$ cat config.mk
export PLATFORM = sky130hd
export DESIGN_NAME = inst_loader
export DESIGN_NICKNAME = d
export VERILOG_FILES = /design/src/rtl/inst_loader.sv
export SDC_FILE = /design/constraint.sdc
export NUM_CORES = 1
export LEC_CHECK = 0
export CAP_MARGIN = 40
export CORE_MARGIN = 2
export CORE_UTILIZATION = 59
export CTS_CLUSTER_DIAMETER = 50
export CTS_CLUSTER_SIZE = 14
export DETAILED_ROUTE_END_ITERATION = 8
export PLACE_DENSITY = 0.84
export SLEW_MARGIN = 25
export SYNTH_ARGS = -nofsm -noshare
export SYNTH_HDL_FRONTEND = slang
export SYNTH_SLANG_ARGS = --single-unit
$ cat constraint.sdc
create_clock -name clk -period 4.8 [get_ports clk]
set_input_delay 0.96 -clock clk [delete_from_list [all_inputs] [get_ports clk]]
set_output_delay 0.96 -clock clk [all_outputs]
set_load 0.005 [all_outputs]
$ cat src/rtl/inst_loader.sv
// inst_loader: streams a little-endian byte image into instruction memory, holding the CPU in reset until loaded.
// Optional trailing XOR checksum byte with CKS/ERR states and err port when INST_LOADER_CHECKSUM_EN is defined.
module inst_loader #(
    parameter int CPU_WIDTH      = 32,
    parameter int MEM_ADDR_WIDTH = 8
) (
    input  logic                      clk,
    input  logic                      rst_n,
    input  logic                      start,
    input  logic [7:0]                in_data,
    input  logic                      in_valid,
    output logic                      in_ready,
    output logic                      mem_wen,
    output logic [MEM_ADDR_WIDTH-1:0] mem_waddr,
    output logic [CPU_WIDTH-1:0]      mem_wdata,
    output logic                      cpu_rst_n,
    output logic                      done,
    output logic                      ovf
`ifdef INST_LOADER_CHECKSUM_EN
    ,
    output logic                      err
`endif
);

    typedef enum logic [2:0] {IDLE, HDR0, HDR1, DATA, CKS, ERR, DONE} state_t;

`ifdef INST_LOADER_CHECKSUM_EN
    localparam state_t TAIL = CKS;
`else
    localparam state_t TAIL = DONE;
`endif

    state_t               state, state_n;
    logic [1:0]           bcnt;
    logic [15:0]          wcnt;
    logic [15:0]          n_words;
    logic [CPU_WIDTH-1:0] word;
    logic                 xfer;
    logic                 go;
    logic                 last_byte;
    logic                 last_word;
    logic                 oob;
`ifdef INST_LOADER_CHECKSUM_EN
    logic [7:0]           csum;
`endif

    assign xfer      = in_valid && in_ready;
    assign go        = start && (state == IDLE || state == DONE || state == ERR);
    assign last_byte = xfer && state == DATA && bcnt == 2'd3;
    assign last_word = wcnt == n_words - 16'd1;
    // word indices past the memory depth are consumed but never written
    assign oob       = (wcnt >> MEM_ADDR_WIDTH) != 16'd0;

    always_ff @(posedge clk or negedge rst_n) begin
        if (!rst_n)
            state <= IDLE;
        else
            state <= state_n;
    end

    always_comb begin
        state_n = state;
        case (state)
            IDLE:      state_n = start ? HDR0 : IDLE;
            HDR0:      state_n = xfer ? HDR1 : HDR0;
            HDR1:      state_n = xfer ? (({in_data, n_words[7:0]} == 16'd0) ? TAIL : DATA) : HDR1;
            DATA:      state_n = (last_byte && last_word) ? TAIL : DATA;
`ifdef INST_LOADER_CHECKSUM_EN
            CKS:       state_n = xfer ? ((in_data == csum) ? DONE : ERR) : CKS;
`endif
            DONE, ERR: state_n = start ? HDR0 : state;
            default:   state_n = IDLE;
        endcase
    end

    always_comb begin
        in_ready = state == HDR0 || state == HDR1 || state == DATA || state == CKS;
    end

    always_ff @(posedge clk or negedge rst_n) begin
        if (!rst_n) begin
            mem_wen   <= 1'b0;
            mem_waddr <= '0;
            mem_wdata <= '0;
            cpu_rst_n <= 1'b0;
            done      <= 1'b0;
            ovf       <= 1'b0;
            bcnt      <= 2'd0;
            wcnt      <= 16'd0;
            n_words   <= 16'd0;
            word      <= '0;
`ifdef INST_LOADER_CHECKSUM_EN
            csum      <= 8'd0;
            err       <= 1'b0;
`endif
        end else begin
            mem_wen   <= 1'b0;
            // registered one cycle after DONE entry, so release trails the final write
            done      <= state == DONE && state_n == DONE;
            cpu_rst_n <= state == DONE && state_n == DONE;
`ifdef INST_LOADER_CHECKSUM_EN
            err       <= state == ERR && state_n == ERR;
`endif
            if (go) begin
                bcnt      <= 2'd0;
                wcnt      <= 16'd0;
                mem_waddr <= '0;
                ovf       <= 1'b0;
`ifdef INST_LOADER_CHECKSUM_EN
                csum      <= 8'd0;
`endif
            end
            if (state == HDR0 && xfer)
                n_words[7:0] <= in_data;
            if (state == HDR1 && xfer)
                n_words[15:8] <= in_data;
            if (state == DATA && xfer) begin
                bcnt <= bcnt + 2'd1;
                word <= {in_data, word[CPU_WIDTH-1:8]};
`ifdef INST_LOADER_CHECKSUM_EN
                csum <= csum ^ in_data;
`endif
            end
            if (last_byte) begin
                wcnt <= wcnt + 16'd1;
                if (oob)
                    ovf <= 1'b1;
                else begin
                    mem_wen   <= 1'b1;
                    mem_wdata <= {in_data, word[CPU_WIDTH-1:8]};
                    mem_waddr <= MEM_ADDR_WIDTH'(wcnt);
                end
            end
        end
    end

endmodule

==> impl_metrics.ini, run 1 <==
[outcome]
outcome = finished clean

[critical_path]
reg2reg_depth = 7
start_kind = input pin
required_ns = 5.12
cp-end-kind = flip-flop
rr_startpoint = state[2]$_DFF_PN0_
r2r_slack_ns = 2.39
cpMostUsedCell = nand2_1
crit_path_cell_trace = clkdlybuf4s50_1 -> and4b_1 -> and2_1 -> nand3_2 -> buf_4 -> inv_2 -> nand2_1 -> nand2_1
arrival_ns = 3.33
slowest_stage = clkdlybuf4s50_1
critical_path_class = input pin to flip-flop
critPathMaxStageDelay_ns = 0.56
regToRegEndpoint = mem_wdata[28]$_DFFE_PN0P_
cp_max_fo = 43

[clock_network]
clk-insertion-delay-late_ns = 0.38
post_cts_buffers = 0
cts_hold_buf = 0
cts_root_buffer = clkbuf_8
cts-buffers-inserted = 9
h-tree-depth = 3
clkSinkCount = 104
clkTransAtPathRegs_ns = 0.11
cts_tree = done
clockBufferDepth = 2
cts-resized-gates = 0

[flow_run]
maxCapViolCount = 0

[power_and_ir_drop]
p_leak_nw = 2.72
ir_drop_mv = 0.200
powerDensity_nw_per_um2 = 450
power_w = 0.00256

[sta]
drv_slew = 0
hold_viol = 0
finalCritPeriodShare_pct = 62.8
tightest_slew_ns = 0.623
finClkSkew_ns = 0.0157
rsz0062_at_grt = no
max_slew_margin_pct = 58.3
layout_min_cycle_time_ns = 3.01
final.setup.tns_ns = 0
fmax_ghz = 0.332
setup_viol = 0

[cells_and_area]
drive_gt1_share_pct = 8.89
fillers = 632
syn_to_final_growth_pct = 17.4
nets = 584
antenna_cells = 0
fin_area_sq_um = 5690
final_core_util_pct = 70.3

[global_route]
grt_pass1_wl_um = 18400
track_usage_pct = 26.5
first_global_vias = 3776
grt_max_degree = 48
grt.overflow.total = 0
antenna_found_initial = 0

[routing]
drcViolationCount = 0
first_pass_iters = 5
drt_iter0_markers = 181
wire_per_inst_um = 16.0
ant_nets = 0
vias_per_cell = 5.77
vias = 3917
finalWirelength_um = 10900

[logic_synthesis]
synth_top_area_cell = dfrtp_1
yosysWarnings = 0
synth_area_per_cell_sq_um = 9.26
yosysTopAreaCellShare_pct = 53.7
async_reset_ff_share_pct = 100
ys_ff_latch = 104
synth_top_family_by_area = simple AND/OR/NAND/NOR gates
synth.area.mux_share_pct = 4.16
synthSimpleGateAreaFrac_pct = 27.1
ys.flop_type = dfrtp_1
synth-xor-area-share_pct = 3.80
syn_nets = 538
synth_compound_area_share_pct = 6.82
yosysSeqAreaShare_pct = 53.7
synth-edff-count = 0
yosysMostFrequentCell = nand2_1
yosys-top-cells-area = dfrtp_1 54%, nand2_1 15%, mux2_2 4.0%
yosys.cell_types.count = 52
synthAdderAreaFrac_pct = 0.775
synthTopCellsByCount = 199 x nand2_1, 104 x dfrtp_1, 23 x o21ai_0
syn_inst = 523
netlist_area_sq_um = 4840

[hold_path]
whs_path_depth = 2
hp-start = word[9]$_DFFE_PN0P_
whs_endpoint = mem_wdata[1]$_DFFE_PN0P_
hp-class = flip-flop to flip-flop

[die]
core-area_sq_um = 8090
io-pin-count = 57
die_w_um = 94.6
dieArea_sq_um = 8950
dieHeight_um = 94.6
row_count = 33
initial_core_util_pct = 59.8

[placed_design]
portBuffers = 56
gp_congestion = 0.859
hpwlAfterDp_um = 7740
place_area_sq_um = 5470
report_power, final:
part           switching [W]  total [W]  internal (W)
sequential          0.000170    0.00126       0.00109
clock               0.000321   0.000573      0.000252
combinational       0.000319   0.000727      0.000408
total               0.000811    0.00256       0.00175
registers in the layout (all words and copies together), names as in the netlist:
name / cells
mem_waddr: 8
ovf: 1
mem_wen: 1
word: 24
mem_wdata: 32
state: 3
n_words: 16
done: 1
wcnt: 16
bcnt: 2
area by class of cell:
type | count | area (sq um) | share of cell area [%]
sequential | 104 | 2600 | 45.8
multi-input combinational | 382 | 2070 | 36.3
timing repair buffer | 63 | 638 | 11.2
tap | 105 | 131 | 2.31
clock buffer | 9 | 124 | 2.18
clock inverter | 7 | 90.1 | 1.58
inverter | 9 | 33.8 | 0.594
per-stage QoR:
stage / instances / hold WS (ns) / worst slack [ns]
2_1_floorplan: 523 / 0.439 / 2.61
3_3_place_gp: 661 / 0.452 / 1.52
3_5_place_dp: 663 / 0.456 / 1.38
4_1_cts: 679 / 0.473 / 1.76
5_1_grt: 679 / 0.503 / 1.56
6_report: 679 / 0.479 / 1.79
critical path, delay by kind of cell:
family / cells / cell delay (ns)
and+or+nand+nor: 5 / 0.99
buffers and inverters: 3 / 1.36
layer usage:
layer	GRT usage, %	vias up	part of all wire, %
li1	-	1835	-
met1	34.7	1933	41
met2	45.2	126	51
met3	3.59	23	5.0
met4	9.78	0	2.2
met5	0	-	0
placed cells by master, fill, tap and decap left out, drive strengths merged, types with 2 or more instances in the layout:
| cell type | netlist | layout |
|---|---|---|
| xnor2 | 10 | 10 |
| o31ai | 2 | 2 |
| o211ai | 4 | 4 |
| nand2b | 2 | 2 |
| nand3b | 3 | 3 |
| xor2 | 11 | 11 |
| o21ai | 23 | 23 |
| mux2 | 17 | 17 |
| nor2 | 14 | 14 |
| nor4 | 10 | 10 |
| buf | 13 | 8 |
| and2 | 4 | 4 |
| nand4 | 8 | 8 |
| nand4b | 3 | 3 |
| clkbuf | 15 | 9 |
| nand3 | 23 | 23 |
| clkinvlp | 0 | 2 |
| a21oi | 9 | 9 |
| dfrtp | 104 | 104 |
| nor2b | 3 | 3 |
| clkinv | 0 | 2 |
| inv | 9 | 11 |
| nor3 | 5 | 5 |
| clkdlybuf4s50 | 0 | 55 |
| nand2 | 201 | 201 |
| and3 | 5 | 5 |
| a31oi | 3 | 3 |
| ha | 3 | 3 |
cell families (layout without fill, tap and decap cells):
family,after synthesis,count (layout)
flops,104,104
mux,18,18
compound gates,53,53
buf+inv,37,88
fa+ha+maj,3,3
xor+xnor,21,21
simple gates,287,287
worst max path at each step:
stage | from | slack [ns] | depth (start not counted) | end
detailed placement | in_valid | 1.38 | 8 | mem_waddr[4]$_DFF_PN0_
global route | in_valid | 1.56 | 8 | mem_wdata[7]$_DFFE_PN0P_
finish | in_valid | 1.79 | 8 | mem_wdata[28]$_DFFE_PN0P_
floorplan | in_valid | 2.61 | 7 | wcnt[15]$_DFFE_PN0P_
CTS | in_valid | 1.76 | 8 | mem_wdata[0]$_DFFE_PN0P_
global placement | in_valid | 1.52 | 8 | mem_wdata[10]$_DFFE_PN0P_
Power figures use the tool's default switching activity.
==> run 2, diff against run 1 <==
--- a/config.mk
+++ b/config.mk
@@ -7,11 +7,11 @@
 export LEC_CHECK = 0
 export CAP_MARGIN = 40
 export CORE_MARGIN = 2
-export CORE_UTILIZATION = 59
+export CORE_UTILIZATION = 50
 export CTS_CLUSTER_DIAMETER = 50
 export CTS_CLUSTER_SIZE = 14
 export DETAILED_ROUTE_END_ITERATION = 8
-export PLACE_DENSITY = 0.84
+export PLACE_DENSITY = 0.75
 export SLEW_MARGIN = 25
 export SYNTH_ARGS = -nofsm -noshare
 export SYNTH_HDL_FRONTEND = slang
==> constraint.sdc (replaced) <==
create_clock -name clk -period 2.7 [get_ports clk]
set_input_delay 0.54 -clock clk [delete_from_list [all_inputs] [get_ports clk]]
set_output_delay 0.54 -clock clk [all_outputs]
set_load 0.005 [all_outputs]
==> run 2 against run 1 <==
  * First-iteration DRC count increased by 29%
  * Sequential share of layout area decreased by 0.43 points
  * Sequential power increased by 76%
  * Critical path type is now flip-flop to output port
  * Routed wire length increased by 0.60%
  * Combinational power increased by 80%
  * Global-route usage decreased by 4.3 points
==> impl_metrics.ini, run 2 (synthesized netlist as in run 1, its figures left out) <==
[critical_path]
crit_start = state[0]$_DFF_PN0_
required_ns = 2.16
reg2reg_depth = 8
slowest_stage = clkdlybuf4s50_1
path_delay_family = buffers and inverters
critical_path_class = flip-flop to output port
crit_path_cell_trace = nor2_1 -> xnor2_1 -> clkdlybuf4s50_1
path_depth = 3
critPathMaxStageDelay_ns = 0.52
start_kind = flip-flop
rr_startpoint = n_words[0]$_DFFE_PN0P_
arrival_ns = 1.79
cp_max_fo = 11
cp-end-kind = output port
cp.buffers_inverters = 1

[die]
die_w_um = 102
initial_core_util_pct = 51.9
core-area_sq_um = 9330
dieHeight_um = 102
dieArea_sq_um = 10500
io-pin-count = 57
row_count = 35

[power_and_ir_drop]
ir_drop_mv = 0.286
powerDensity_nw_per_um2 = 772
p_sw_w = 0.00141
combPwrFrac_pct = 29.6
power_w = 0.00443
p_seq_share_pct = 50.0
sw_frac_of_total_pct = 31.8
p_leak_nw = 2.74
p_clk_share_pct = 20.4
p_int_w = 0.00302

[global_route]
first_global_vias = 3737
grt_pass1_wl_um = 18000
antenna_found_initial = 0
track_usage_pct = 22.2
grt_max_degree = 51
grt.overflow.total = 0

[clock_network]
cts_tree = done
post_cts_buffers = 0
cts-buffers-inserted = 9
h-tree-depth = 3
clkSinkCount = 104
clkTransAtPathRegs_ns = 0.11
cts-resized-gates = 0
clockBufferDepth = 2
cts_hold_buf = 0
cts_root_buffer = clkbuf_8
clk-insertion-delay-late_ns = 0.36

[routing]
finalWirelength_um = 10900
ant_nets = 0
wl_met2_um = 5340
vias_per_cell = 5.46
drt_iter0_markers = 233
wire_per_inst_um = 15.4
wl_met3_um = 458
drcViolationCount = 0
vias = 3890
routed.top_layer = met4
first_pass_iters = 4
wl_met1_um = 4890

[cells_and_area]
syn_to_final_growth_pct = 18.5
top_regs = mem_wdata x32, word x24
final_cell_mix = 199 x nand2_1, 104 x dfrtp_1, 55 x clkdlybuf4s50_1
fillers = 824
nets = 593
largest_reg_flops = 32
antenna_cells = 0
multi_input_area_sq_um = 2070
seqCellArea_sq_um = 2600
final_common_cell = nand2_1
layout.cells.non_filler = 712
drive_gt1_share_pct = 9.78
largest_register = mem_wdata

[placed_design]
dp.cells = 696
gp_congestion = 0.943
portBuffers = 56
hpwlAfterDp_um = 7710
place_worst_setup_slack_ns = 0.150

[sta]
tightest_slew_ns = 0.672
finalCritPeriodShare_pct = 86.3
fmax_ghz = 0.429
fin_ws_ns = 0.371
final.setup.tns_ns = 0
max_slew_margin_pct = 55.1
setup_viol = 0
drv_slew = 0
rsz0062_at_grt = no
hold_viol = 0
layout_min_cycle_time_ns = 2.33
finClkSkew_ns = 0.0130

[hold_path]
hp-class = input pin to asynchronous set/reset pin

[outcome]
outcome = finished clean

[flow_run]
maxCapViolCount = 0
[run 2: worst paths after layout]
kind | to | slack [ns]
setup / recovery | in_ready | 0.37
hold / removal | mem_wdata[4]$_DFFE_PN0P_ | 0.08
max in group asynchronous | mem_wdata[20]$_DFFE_PN0P_ | 1.89
setup reg to reg | state[2]$_DFF_PN0_ | 0.40
min in group clk | mem_wdata[1]$_DFFE_PN0P_ | 0.48
hold reg to reg | mem_wdata[1]$_DFFE_PN0P_ | 0.48
[run 2: per-stage QoR]
stage / cell area, sq um / util [%] / hold WS [ns]
floorplan: 4840 / - / 0.244
global placement: 5570 / 59.7 / 0.454
detailed placement: 5570 / 59.7 / 0.455
finish: 5740 / 61.5 / 0.0771
CTS: 5740 / 61.5 / 0.0978
global route: 5740 / 61.5 / 0.100
[run 2: area by class of cell]
cell class	count	share of cell area, %
timing repair buffer	72	12.3
sequential	104	45.3
multi-input combinational	382	36.0
tap	129	2.81
inverter	9	0.589
clock inverter	4	0.654
clock buffer	12	2.35
[run 2: power groups by stage]
stage / Clock, W / Combinational, W / Sequential [W]
after floorplan: 0 / 0.000603 / 0.00220
after global placement: 0 / 0.00128 / 0.00224
after detailed placement: 0 / 0.00132 / 0.00225
after CTS: 0.000916 / 0.00133 / 0.00222
after global routing: 0.000968 / 0.00148 / 0.00227
final: 0.000903 / 0.00131 / 0.00222
[run 2: routing by layer]
metal / track usage [%] / vias to the layer above
met4: 8.31 / 0
met2: 35.2 / 101
li1: - / 1851
met3: 4.04 / 21
met5: 0 / -
met1: 30.5 / 1917
==> variant: new RTL, config.mk and constraints of run 2 <==
Re-encode `state_t` (7 states) as one-hot, 7 bits wide.
--- a/src/rtl/inst_loader.sv
+++ b/src/rtl/inst_loader.sv
@@ -22,7 +22,7 @@
 `endif
 );
 
-    typedef enum logic [2:0] {IDLE, HDR0, HDR1, DATA, CKS, ERR, DONE} state_t;
+    typedef enum logic [6:0] {IDLE = 7'b0000001, HDR0 = 7'b0000010, HDR1 = 7'b0000100, DATA = 7'b0001000, CKS = 7'b0010000, ERR = 7'b0100000, DONE = 7'b1000000} state_t;
 
 `ifdef INST_LOADER_CHECKSUM_EN
     localparam state_t TAIL = CKS;
Formal check against the unedited RTL: same outputs for any inputs over 10 cycles, from zero or initial values and one cycle with rst_n low; not proved beyond that.
==> variant against run 2 <==
Count of clock-buffer cells in the layout down 2; worst setup slack got worse by 0.16 ns; synthesized area rose by 3.0%; critical path type is now flip-flop to flip-flop; sequential cell count rose by 4; sequential share of layout area up 0.38 points; first-iteration DRC count shrank 27%; wire length down 3.2%; synthesized cell count fell by 9.2%; register-to-register slack lost 0.19 ns; highest routed layer unchanged; design area is 3.0% higher.
Power is not compared: it rests on default switching activity, and its combinational part moved more than twofold at a synthesized area within 25%.
==> variant: results (changes against run 2) <==
* Filler instances at 844 (+2.4%)
* CP Capture Type: flip-flop
* Initial antenna violation count at 0 (unchanged)
* Crit path arrival time at 2.73 ns (+0.94 ns)
* WHS at 0.05120 ns (-0.02585 ns)
* Non-Clock Buffer Area Fraction at 11.13% (-1.1 points)
* Vias per cell at 5.412 (-0.94%)
* Wire length on met1 at 5040 um (+3.1%)
* # clk buffers at 10 (-2)
* Final WL at 10580 um (-3.2%)
* Largest net degree at the start of global routing at 54 (+5.9%)
* FF+latch count at 108 (+3.8%)
* Critical path's slowest cell: dfrtp_1
* Global-route wire length before repair at 17910 um (-0.73%)
* Detail Route met2 WL at 4858 um (-9.0%)
* Met1 Resource Use GR at 29.89% (-0.65 points)
* Register area share after synthesis at 54.17% (+0.44 points)
* Clk pin slew, worst setup/hold paths at 0.11 ns (about the same)
* Layout cell share with drive strength beyond 1 at 11.61% (+1.8 points)
* Clock Skews at 0.01503 ns (+0.002075 ns)
* Syn Nets at 490 (-8.9%)
* Commonest cells post-synth: 116 x nand2_1, 107 x dfrtp_1, 29 x mux2_2
* Clk_lat worst skew at around 0.37 ns
* Logic inverters at 6 (-3)
* GRT Overall Usage at 20.42% (-1.7 points)
* Reg2reg path depth at 6 (-2)
* Resized cells post-CTS at 0 (unchanged)
* Min-Delay Path Class: input pin to async pin
* Status: complete, no violations
* H-tree lvl count at 3 (unchanged)
* # diodes at 0 (unchanged)
* Area of the multi-input gates at 0.002162 sq mm (+4.7%)
* Worst Path Max Fanout at 10 (-1)
* Vias in the first global route at 3543 (-5.2%)
* Total CTS buffers at 9 (unchanged)
* Final HPWL DP at 7628 um (-1.1%)
* Clk cell area share at 3.386% (+0.38 points)
* RR Endpoint: state[3]$_DFF_PN0_
* Distinct cell type count after synthesis at 55 (+5.8%)
* Tightest Pin Transition at 0.6258 ns (-0.04644 ns)
* Dominant cells by area after synthesis: dfrtp_1 54%, nand2_1 8.7%, mux2_2 6.5%
* Largest regs: mem_wdata x32, word x24
* Final Wtd Congestion at 0.9183 (-2.7%)
* R2r setup slk at 0.21 ns (-0.19 ns)
* Met3 GRT Util at 3.008% (-1.0 points)
* CP delay by family, top: compound AO/OA/AOI/OAI gates
* Nonclk buf count at 66 (-8.3%)
* Crit path launch: n_words[2]$_DFFE_PN0P_
* Setup Fix Bufs, Post-CTS at 0 (unchanged)
* Fraction of area in registers at 45.73% (+0.38 points)
* Initial DRC count at 170 (-27%)
* Comb_multi_in at 338 (-12%)
* Final nets at 544 (-8.3%)
* TritonRoute pass-1 iters at 4 (unchanged)
* Met2 Resource Use GR at 31.06% (-4.1 points)
* Met3 wire length at 485 um (+5.9%)
variant: power breakdown:
part / internal (mW) / switching [mW] / total, mW / leakage, nW
sequential: 1.66 / 0.0759 / 1.74 / 1.50
clock: 0.388 / 0.595 / 0.983 / 0.103
combinational: 0.249 / 0.280 / 0.529 / 1.27
variant: per-stage QoR:
step	instances	utilization, %	setup WS, ns	power (mW)	area (sq um)
3_3_place_gp	651	58.72	0.3559	2.290	5713
2_1_floorplan	475	-	0.4518	2.126	4991
5_1_grt	667	60.78	0.1069	3.394	5913
6_report	667	60.78	0.2139	3.250	5913
3_5_place_dp	651	58.72	0.2409	2.296	5713
4_1_cts	667	60.78	0.2118	3.278	5913
variant: kinds of logic after synthesis:
| group | synth area share (%) |
|---|---|
| compound gates | 7.371 |
| fa+ha+maj | 0.7521 |
| other cells | 0.07513 |
| mux | 11.63 |
| simple gates | 19.13 |
| buf+inv | 2.657 |
| flops | 54.17 |
| xor+xnor | 4.212 |
